<file path="src/rtl/addsub_pipe.sv">
// Pipelined integer adder/subtractor: the WIDTH-bit carry chain is cut into STAGES
// registered segments, with a global-stall valid/ready handshake and sum/carry/overflow/zero flags.
module addsub_pipe #(
   parameter int WIDTH  = 32,
   parameter int STAGES = 4
) (
   input  logic             clk,
   input  logic             rst,
   input  logic             in_valid,
   output logic             in_ready,
   input  logic [WIDTH-1:0] a,
   input  logic [WIDTH-1:0] b,
   input  logic [1:0]       op,
   input  logic             cin,
   output logic             out_valid,
   input  logic             out_ready,
   output logic [WIDTH-1:0] sum,
   output logic             cout,
   output logic             ovf,
   output logic             zero
);

   localparam int SEG = WIDTH / STAGES;

   localparam logic [1:0] OP_ADD  = 2'b00;
   localparam logic [1:0] OP_ADDC = 2'b01;
   localparam logic [1:0] OP_SUB  = 2'b10;
   localparam logic [1:0] OP_SUBB = 2'b11;

   logic             stall;
   logic             accept;
   logic [WIDTH-1:0] b_eff;
   logic             c0;

   // Stage k holds the operands (skewed), the result bits finished so far and
   // the carry out of segment k-1.
   logic [STAGES:1]  vld_q;
   logic [WIDTH-1:0] a_q [1:STAGES];
   logic [WIDTH-1:0] b_q [1:STAGES];
   logic [WIDTH-1:0] s_q [1:STAGES];
   logic [STAGES:1]  c_q;
   logic             ovf_q;
   logic             zero_q;

   logic [WIDTH-1:0] a_src [1:STAGES];
   logic [WIDTH-1:0] b_src [1:STAGES];
   logic [WIDTH-1:0] s_src [1:STAGES];
   logic [WIDTH-1:0] s_nxt [1:STAGES];
   logic [SEG:0]     seg_sum [1:STAGES];
   logic [STAGES:1]  c_src;
   logic [STAGES:1]  c_nxt;
   logic [STAGES:1]  v_src;
   logic             ovf_nxt;
   logic             zero_nxt;

   // NOTE: every always_comb output gets a value on every path, so no latch can be inferred.
   always_comb begin
      b_eff = op[1] ? ~b : b;
      c0    = cin;
      case (op)
         OP_ADD:  c0 = 1'b0;
         OP_SUB:  c0 = 1'b1;
         OP_ADDC: c0 = cin;
         OP_SUBB: c0 = cin;
         default: c0 = cin;
      endcase
   end

   // A stalled output freezes the whole pipeline, so ready is simply "not stalled".
   assign stall    = vld_q[STAGES] && !out_ready;
   assign in_ready = !stall;
   assign accept   = in_valid && in_ready;

   always_comb begin
      a_src[1] = a;
      b_src[1] = b_eff;
      s_src[1] = '0;
      c_src[1] = c0;
      v_src[1] = accept;
      for (int k = 2; k <= STAGES; k++) begin
         a_src[k] = a_q[k-1];
         b_src[k] = b_q[k-1];
         s_src[k] = s_q[k-1];
         c_src[k] = c_q[k-1];
         v_src[k] = vld_q[k-1];
      end
      for (int k = 1; k <= STAGES; k++) begin
         seg_sum[k] = {1'b0, a_src[k][(k-1)*SEG +: SEG]}
                    + {1'b0, b_src[k][(k-1)*SEG +: SEG]}
                    + {{SEG{1'b0}}, c_src[k]};
         s_nxt[k]                   = s_src[k];
         s_nxt[k][(k-1)*SEG +: SEG] = seg_sum[k][SEG-1:0];
         c_nxt[k]                   = seg_sum[k][SEG];
      end
   end

   // Carry into the MSB is recovered from the MSB's own sum bit.
   assign ovf_nxt  = a_src[STAGES][WIDTH-1] ^ b_src[STAGES][WIDTH-1]
                   ^ s_nxt[STAGES][WIDTH-1] ^ c_nxt[STAGES];
   assign zero_nxt = ~|s_nxt[STAGES];

   // NOTE: sequential state uses non-blocking assignments so every stage samples pre-edge values.
   // NOTE: data registers are reset too, so sum/flags are never X after reset.
   always_ff @(posedge clk) begin
      if (rst) begin
         vld_q  <= '0;
         c_q    <= '0;
         ovf_q  <= 1'b0;
         zero_q <= 1'b0;
         for (int k = 1; k <= STAGES; k++) begin
            a_q[k] <= '0;
            b_q[k] <= '0;
            s_q[k] <= '0;
         end
      end else if (!stall) begin
         vld_q <= v_src;
         for (int k = 1; k <= STAGES; k++) begin
            if (v_src[k]) begin
               a_q[k] <= a_src[k];
               b_q[k] <= b_src[k];
               s_q[k] <= s_nxt[k];
               c_q[k] <= c_nxt[k];
            end
         end
         if (v_src[STAGES]) begin
            ovf_q  <= ovf_nxt;
            zero_q <= zero_nxt;
         end
      end
   end

   assign out_valid = vld_q[STAGES];
   assign sum       = s_q[STAGES];
   assign cout      = c_q[STAGES];
   assign ovf       = ovf_q;
   assign zero      = zero_q;

endmodule

</file>
<file path="config.mk">
export PLATFORM = sky130hd
export DESIGN_NAME = addsub_pipe
export DESIGN_NICKNAME = d
export VERILOG_FILES = /design/src/rtl/addsub_pipe.sv
export SDC_FILE = /design/constraint.sdc
export NUM_CORES = 1
export LEC_CHECK = 0
export ABC_AREA = 1
export CORE_ASPECT_RATIO = 1.75
export CORE_MARGIN = 4
export CORE_UTILIZATION = 35
export DETAILED_ROUTE_END_ITERATION = 6
export GPL_TIMING_DRIVEN = 1
export PLACE_DENSITY = 0.52
export SYNTH_ARGS = -nofsm -noshare
export SYNTH_HDL_FRONTEND = slang
export SYNTH_SLANG_ARGS = --single-unit
</file>
<file path="constraint.sdc">
create_clock -name clk -period 7.2 [get_ports clk]
set_clock_uncertainty 0.2 [all_clocks]
set_input_delay 1.44 -clock clk [delete_from_list [all_inputs] [get_ports clk]]
set_output_delay 1.44 -clock clk [all_outputs]
set_load 0.01 [all_outputs]
</file>
==> run summary, run 1 <==
outcome: finished clean
Post-CTS Setup Inserts: 0
ys async rst share: 0%
drt first-iter violations: 247
clock transition at the registers of the reported paths: 0.06 ns
HPWL after DPL: 10.9 mm
hold buffer count at cts: 0
Seq/Total Area, Yosys: 61.9%
CP Max Fanout: 8
clock network power share: 37.8%
fin crit period: 4.38 ns
final wirelength: 14.5 mm
XOR/XNOR Fraction of Synth Area: 3.16%
first-pass GRT wire length: 24.2 mm
# resized after CTS: 0
core area: 24800 um^2
crit end category: output port
crit path kind: input pin to output port
H-Tree Level Count: 4
CP startpoint kind: input pin
maxcap violations: 0
HP Class: flip-flop to flip-flop
routed via count: 5320
Net Sw Power: 575 uW
Post-Syn Area: 8860 um^2
Simple-Gate Fraction of Synth Area: 15.7%
number of global-route vias before repair: 5153
Post-DRT Antenna Nets: 0
cell count after synthesis: 842
leading cell type in the layout, fill and taps excluded: nor2_1
post-synthesis mux area share: 0.127%
Top Ports: 108
Max-slew headroom: 27.4%
Comb power frac: 11.2%
P_int: 1.92 mW
Yosys reg bits: 186
Yosys top cell area share: 59.6%
CTS tree: built
Netlist cell types: 30
Post-synth EDFFs: 176
RSZ-0062 raised after global routing: false
Die X-Extent: 128 um
combinational family with the most area after synthesis: simple AND/OR/NAND/NOR gates
initial antenna violation count: 0
post-synthesis adder-cell area fraction: 5.76%
final hold vios: 0
sequential cell area: 5490 um^2
syn nets: 949
fin crit share: 60.8%
Max Clk Rate: 0.228 GHz
CP required: 5.56 ns
Setup Viol. Count Final: 0
Syn-to-layout area delta: 21.6%
ys flop type: edfxtp_1
YS warnings: 0
measured slew at the worst slew-check pin: 1.09 ns
via-per-instance ratio: 4.17
layout cell share with drive strength beyond 1: 6.32%
CTS Sinks: 186
Sequential Power Share: 51.0%
Multi-input gate area: 2540 um^2
Residual DRC: 0
Initial Util: 35.7%
Port Buffer Count: 107
clk root buf: clkbuf_16
Total GRT Usage: 10.8%
worst skew pair latency: 0.43 ns
Total Neg Setup Slack: 0 ns
total CTS buffers: 17
Placer Congestion: 0.834
Leak: 4.53 nW
Final nets: 1059
largest net degree at the start of global routing: 58
cell area after layout: 10800 um^2
total iterations of the first detailed-routing run: 4
Max clock buf depth: 2
Fillers: 2383
max-slew violations: 0
commonest cells after routing, fill and taps aside: 183 x nor2_1, 176 x edfxtp_1, 171 x inv_1, 106 x clkdlybuf4s50_1, 79 x nand2_1
Sw Ratio: 23.0%
total gr overflow: 0
routed len/inst: 11.4 um
Synth Area in Compound Gates: 3.82%
PwrDens: 232 nW/um^2
die footprint: 28000 um^2
cell row count: 76
synth top area cells: edfxtp_1 60%, nor2_1 7.7%, inv_1 7.2%
Die Y: 219 um
diode count: 0
dpl cell area: 10200 um^2
CP arrival: 2.74 ns
Worst VDD drop: 145 uV
syn_area_per_cell: 10.5 um^2
Yosys top cell by area: edfxtp_1
==> layout make-up <==
cell class | instances | area share (%)
sequential | 186 | 50.9
multi-input combinational | 461 | 23.6
timing repair buffer | 110 | 10.1
inverter | 176 | 6.24
clock buffer | 18 | 3.98
tap | 312 | 3.62
clock inverter | 14 | 1.59
==> logic make-up (layout without fill, tap and decap cells) <==
| family | after synthesis | count (layout) |
|---|---|---|
| and+or+nand+nor | 330 | 330 |
| adders and majority gates | 36 | 36 |
| xor gates and xnor gates | 32 | 32 |
| DFF | 186 | 186 |
| buffers and inverters | 195 | 318 |
| AOI/OAI and AO/OA | 62 | 62 |
| muxes | 1 | 1 |
==> state kept, by name, indices dropped and copies added (netlist names) <==
register,cells
a_q,48
c_q,4
zero,1
s_q,80
vld_q,4
b_q,48
ovf,1
==> routing by layer <==
metal	vias up	routed length [um]	part of all wire, %	global-route usage [%]
met1	2290	6170	42	12.5
met3	16	721	5.0	3.01
met2	111	7290	50	18.6
met5	-	0	0	0
li1	2903	-	-	-
met4	0	333	2.3	4.67
==> critical path, stage by stage <==
cell             delay [ns]
clkdlybuf4s50_1        0.44
nor2_4                 0.26
inv_4                  0.10
clkdlybuf4s50_1        0.49
==> synthesized netlist by cell type (4+ instances only) <==
cell	instances
nand3_1	34
buf_6	12
nor2_4	4
buf_2	7
o21ai_0	17
fa_1	8
xnor2_1	24
dfxtp_1	10
ha_1	28
edfxtp_1	176
nand4_1	7
nand2_1	81
inv_1	171
nand3b_1	4
nor2_1	183
xor2_1	8
a21oi_1	36
inv_4	5
nor2_2	10
==> stage by stage <==
step           worst slack, ns  instances  util (%)  hold slack (ns)  power, mW
2_1_floorplan             3.50        842         -            0.249       1.48
3_3_place_gp              2.82       1245      41.0            0.278       1.58
3_5_place_dp              2.82       1245      41.0            0.273       1.58
4_1_cts                   2.81       1277      43.4            0.283       2.53
5_1_grt                   2.77       1277      43.4            0.311       2.61
6_report                  2.82       1277      43.4            0.283       2.50
==> power by group through the flow <==
stage	Combinational, mW	Sequential (mW)	Clock, mW
2_1_floorplan	0.179	1.30	0
3_3_place_gp	0.281	1.30	0
3_5_place_dp	0.282	1.30	0
4_1_cts	0.284	1.28	0.972
5_1_grt	0.319	1.28	1.01
6_report	0.279	1.28	0.945
==> path summary, 6_finish.rpt <==
| path | start | end | slack [ns] | depth (start not counted) |
|---|---|---|---|---|
| hold reg to reg | ovf$_SDFFE_PP0P_ | ovf$_SDFFE_PP0P_ | 0.28 | 2 |
| setup reg to reg | c_q[3]$_SDFFE_PP0P_ | zero$_SDFFE_PP0P_ | 4.90 | 13 |
| setup / recovery | out_ready | in_ready | 2.82 | 4 |
| hold / removal | ovf$_SDFFE_PP0P_ | ovf$_SDFFE_PP0P_ | 0.28 | 2 |
(Power assumes the default switching activity.)
==> inputs of run 2 (changes only) <==
PLACE_DENSITY = 0.54   (was 0.52)
clock period = 3.6 ns   (was 7.2 ns; I/O delays follow)
==> run 2 against run 1 <==
Net effect: final area grew 0.43%; critical path depth unchanged; worst hold slack got worse by 0.0018 ns; critical path type unchanged.
==> run summary, run 2 (synthesis results as in run 1) <==
Power Total: 4.99 mW
clock transition at the registers of the reported paths: 0.06 ns
die footprint: 28000 um^2
Leak: 4.55 nW
Sequential Power Share: 51.1%
Syn-to-layout area delta: 22.1%
CTS tree: built
Total Neg Setup Slack: 0 ns
dpl cell area: 10200 um^2
drt first-iter violations: 189
number of global-route vias before repair: 5290
Post-DRT Antenna Nets: 0
Sw Ratio: 22.8%
sequential cell area: 5490 um^2
CP Max Fanout: 8
Die X-Extent: 128 um
CP required: 2.68 ns
total CTS buffers: 17
diode count: 0
Fillers: 2398
via-per-instance ratio: 4.21
Die Y: 219 um
max reg flops: 80
routed via count: 5389
P_int: 3.85 mW
Finished Layout Cells: 1280
fin crit period: 2.98 ns
cell row count: 76
cell area after layout: 10800 um^2
initial antenna violation count: 0
crit end category: output port
CP arrival: 2.06 ns
Max Clk Rate: 0.336 GHz
measured slew at the worst slew-check pin: 0.523 ns
Residual DRC: 0
# resized after CTS: 0
total gr overflow: 0
core area: 24800 um^2
total iterations of the first detailed-routing run: 6
PwrDens: 461 nW/um^2
leading cell type in the layout, fill and taps excluded: nor2_1
commonest cells after routing, fill and taps aside: 183 x nor2_1, 176 x edfxtp_1, 171 x inv_1, 106 x clkdlybuf4s50_1, 79 x nand2_1
largest net degree at the start of global routing: 53
clock network power share: 37.6%
Initial Util: 35.7%
Largest Register: s_q
Worst VDD drop: 300 uV
largest registers: s_q: 80 flops, a_q: 48 flops, b_q: 48 flops
Post-CTS Setup Inserts: 0
CTS Sinks: 186
Top Ports: 108
Multi-input gate area: 2540 um^2
Max-slew headroom: 65.1%
Placer Congestion: 0.803
fin crit share: 82.8%
crit path kind: input pin to output port
placed cell count: 1248
HPWL after DPL: 11.1 mm
Setup Viol. Count Final: 0
clk root buf: clkbuf_16
hold buffer count at cts: 0
H-Tree Level Count: 4
final wirelength: 14.6 mm
Net Sw Power: 1.14 mW
reg-to-reg setup timing slack: 1.27 ns
max-slew violations: 0
final hold vios: 0
Total GRT Usage: 11.1%
HP Class: flip-flop to flip-flop
worst skew pair latency: 0.43 ns
Max clock buf depth: 2
Comb power frac: 11.3%
Port Buffer Count: 107
CP startpoint kind: input pin
Final nets: 1062
outcome: finished clean
routed len/inst: 11.4 um
layout cell share with drive strength beyond 1: 6.61%
RSZ-0062 raised after global routing: false
first-pass GRT wire length: 25.0 mm
maxcap violations: 0
==> run 2: cell count changes in the layout (fill, tap and decap cells not counted), sizes merged <==
cell / before / now
buf: 4 / 7
clkinv: 5 / 4
clkinvlp: 3 / 4
==> run 2: critical path, stage by stage <==
cell and delay (ns):
clkdlybuf4s50_1 0.47, nor2_4 0.26, inv_4 0.09, clkdlybuf4s50_1 0.51
==> run 2: layer usage <==
layer / up-vias / wire length (um) / global-route usage, %
met4: 0 / 484 / 5.70
li1: 2912 / - / -
met1: 2338 / 5870 / 12.5
met2: 116 / 7550 / 19.2
met5: - / 0 / 0
met3: 23 / 702 / 2.76
==> run 2: worst paths after layout <==
kind | cells past startpoint | endpoint | start
max | 4 | in_ready | out_ready
min | 2 | zero$_SDFFE_PP0P_ | zero$_SDFFE_PP0P_
max reg2reg | 13 | zero$_SDFFE_PP0P_ | c_q[3]$_SDFFE_PP0P_
min reg2reg | 2 | zero$_SDFFE_PP0P_ | zero$_SDFFE_PP0P_
==> run 2: cell type report <==
type / count / share of cell area (%)
tap: 312 / 3.61
inverter: 176 / 6.22
multi-input combinational: 461 / 23.5
clock inverter: 14 / 1.57
sequential: 186 / 50.7
clock buffer: 18 / 3.96
timing repair buffer: 113 / 10.5
==> run 2: power by group through the flow <==
stage	clock [mW]	combinational (mW)	sequential, mW
6_report	1.87	0.565	2.55
5_1_grt	2.02	0.647	2.56
4_1_cts	1.93	0.576	2.55
3_5_place_dp	0	0.572	2.60
3_3_place_gp	0	0.568	2.60
2_1_floorplan	0	0.359	2.60
==> run 2: per-stage QoR <==
step	worst slack, ns	hold WS [ns]	util (%)
finish	0.619	0.281	43.6
floorplan	0.622	0.249	-
detailed placement	0.326	0.273	41.2
global placement	0.351	0.280	41.2
global route	0.536	0.317	43.6
CTS	0.577	0.282	43.6
==> inputs of run 3 (changes only) <==
clock period = 2.7 ns   (was 3.6 ns; I/O delays follow)
==> run 3 against run 2 <==
Net effect: die area did not move; setup slack got worse by 0.43 ns; via count rose by 1.2%; sequential power rose by 33%; first-iteration DRC count fell by 6.9%; critical endpoint is now s_q[0][38]$_SDFFCE_PN0P_; largest power group unchanged; highest routed layer unchanged.
==> run summary, run 3 (synthesis results as in run 1) <==
cell area after layout: 11000 um^2
Setup Viol. Count Final: 0
Post-DRT Antenna Nets: 0
Die Y: 219 um
layout cell share with drive strength beyond 1: 8.43%
via-per-instance ratio: 4.21
Residual DRC: 0
Max Clk Rate: 0.398 GHz
clock transition at the registers of the reported paths: 0.07 ns
CP arrival: 2.50 ns
RSZ-0062 raised after global routing: false
Max-slew headroom: 74.5%
Largest Register: s_q
placed cell count: 1264
total gr overflow: 0
core area: 24800 um^2
Total Neg Setup Slack: 0 ns
# resized after CTS: 0
crit path kind: input pin to flip-flop
Final nets: 1078
total CTS buffers: 17
CTS Sinks: 186
leading cell type in the layout, fill and taps excluded: nor2_1
sequential cell area: 5490 um^2
M1 WL: 6.07 mm
Critical Path Source: op[0]
Syn-to-layout area delta: 24.2%
fin crit period: 2.51 ns
largest net degree at the start of global routing: 42
Setup WS post-layout: 0.187 ns
DR top layer: met4
routed len/inst: 11.5 um
measured slew at the worst slew-check pin: 0.382 ns
HPWL after DPL: 11.3 mm
fin crit share: 93.1%
dpl cell area: 10400 um^2
total iterations of the first detailed-routing run: 4
Worst VDD drop: 420 uV
PwrDens: 610 nW/um^2
max-slew violations: 0
final hold vios: 0
worst skew pair latency: 0.43 ns
first-pass GRT wire length: 25.6 mm
Place WS: -0.253 ns
number of global-route vias before repair: 5450
max reg flops: 80
routed via count: 5456
largest registers: s_q: 80 flops, a_q: 48 flops, b_q: 48 flops
final wirelength: 14.9 mm
Total GRT Usage: 11.5%
CP startpoint kind: input pin
CP Max Fanout: 3
HP Class: flip-flop to flip-flop
Power Total: 6.72 mW
Fillers: 2348
diode count: 0
CTS tree: built
Placer Congestion: 0.842
Die X-Extent: 128 um
clk root buf: clkbuf_16
initial antenna violation count: 0
Max clock buf depth: 2
maxcap violations: 0
Initial Util: 35.7%
commonest cells after routing, fill and taps aside: 183 x nor2_1, 176 x edfxtp_1, 171 x inv_1, 106 x clkdlybuf4s50_1, 79 x nand2_1
Port Buffer Count: 107
Post-CTS Setup Inserts: 0
CP required: 2.69 ns
crit end category: flip-flop
Finished Layout Cells: 1296
Top Ports: 108
H-Tree Level Count: 4
die footprint: 28000 um^2
wire length on met3: 635 um
hold buffer count at cts: 0
WL met2: 7.62 mm
hold_sp: ovf$_SDFFE_PP0P_
Reg-to-Reg Start: c_q[3]$_SDFFE_PP0P_
outcome: finished clean
cell row count: 76
Leak: 4.65 nW
drt first-iter violations: 176
Multi-input gate area: 2550 um^2
## run 3: changes by cell type in the layout (fill, tap and decap cells not counted), moves of 2 or more
cell      previous run  this run
fa_1                 8         6
inv_8                0         5
fa_2                 0         2
buf_12               2         6
clkinv_2             3         0
clkinv_4             1         3
buf_4                4        16
## run 3: layout make-up
class / instances / share of cell area [%]
Tap cell: 312 / 3.55
Multi-Input combinational cell: 461 / 23.1
Sequential cell: 186 / 49.8
Clock buffer: 17 / 3.86
Clock inverter: 15 / 1.66
Timing Repair Buffer: 129 / 11.9
Inverter: 176 / 6.11
## run 3: critical path, stage by stage
cell             delay, ns
clkdlybuf4s50_1       0.46
mux2_2                0.34
fa_2                  0.37
fa_2                  0.38
nand3_1               0.10
o211a_1               0.16
nand2_1               0.05
nand2_1               0.05
nor2_1                0.04
## run 3: worst paths after layout
path	cells past startpoint	slack (ns)	end
worst min register to register	2	0.27	ovf$_SDFFE_PP0P_
worst max register to register	13	0.38	zero$_SDFFE_PP0P_
worst min-delay path	2	0.27	ovf$_SDFFE_PP0P_
worst max-delay path	9	0.19	s_q[0][38]$_SDFFCE_PN0P_
## run 3: metal layers
| metal | vias up | GRT usage [%] |
|---|---|---|
| li1 | 2944 | - |
| met1 | 2391 | 12.9 |
| met2 | 97 | 19.5 |
| met3 | 24 | 2.89 |
| met4 | 0 | 6.55 |
| met5 | - | 0 |
## run 3: power by group
part           internal, mW  leakage, nW  switching (mW)
combinational         0.361         2.39           0.434
sequential             3.35         1.96          0.0532
clock                  1.40        0.290            1.12
## run 3: stage by stage
| stage | utilization [%] | hold slack [ns] |
|---|---|---|
| 5_1_grt | 44.4 | 0.316 |
| 3_3_place_gp | 41.9 | 0.267 |
| 6_report | 44.4 | 0.274 |
| 2_1_floorplan | - | 0.249 |
| 3_5_place_dp | 41.9 | 0.270 |
| 4_1_cts | 44.4 | 0.279 |
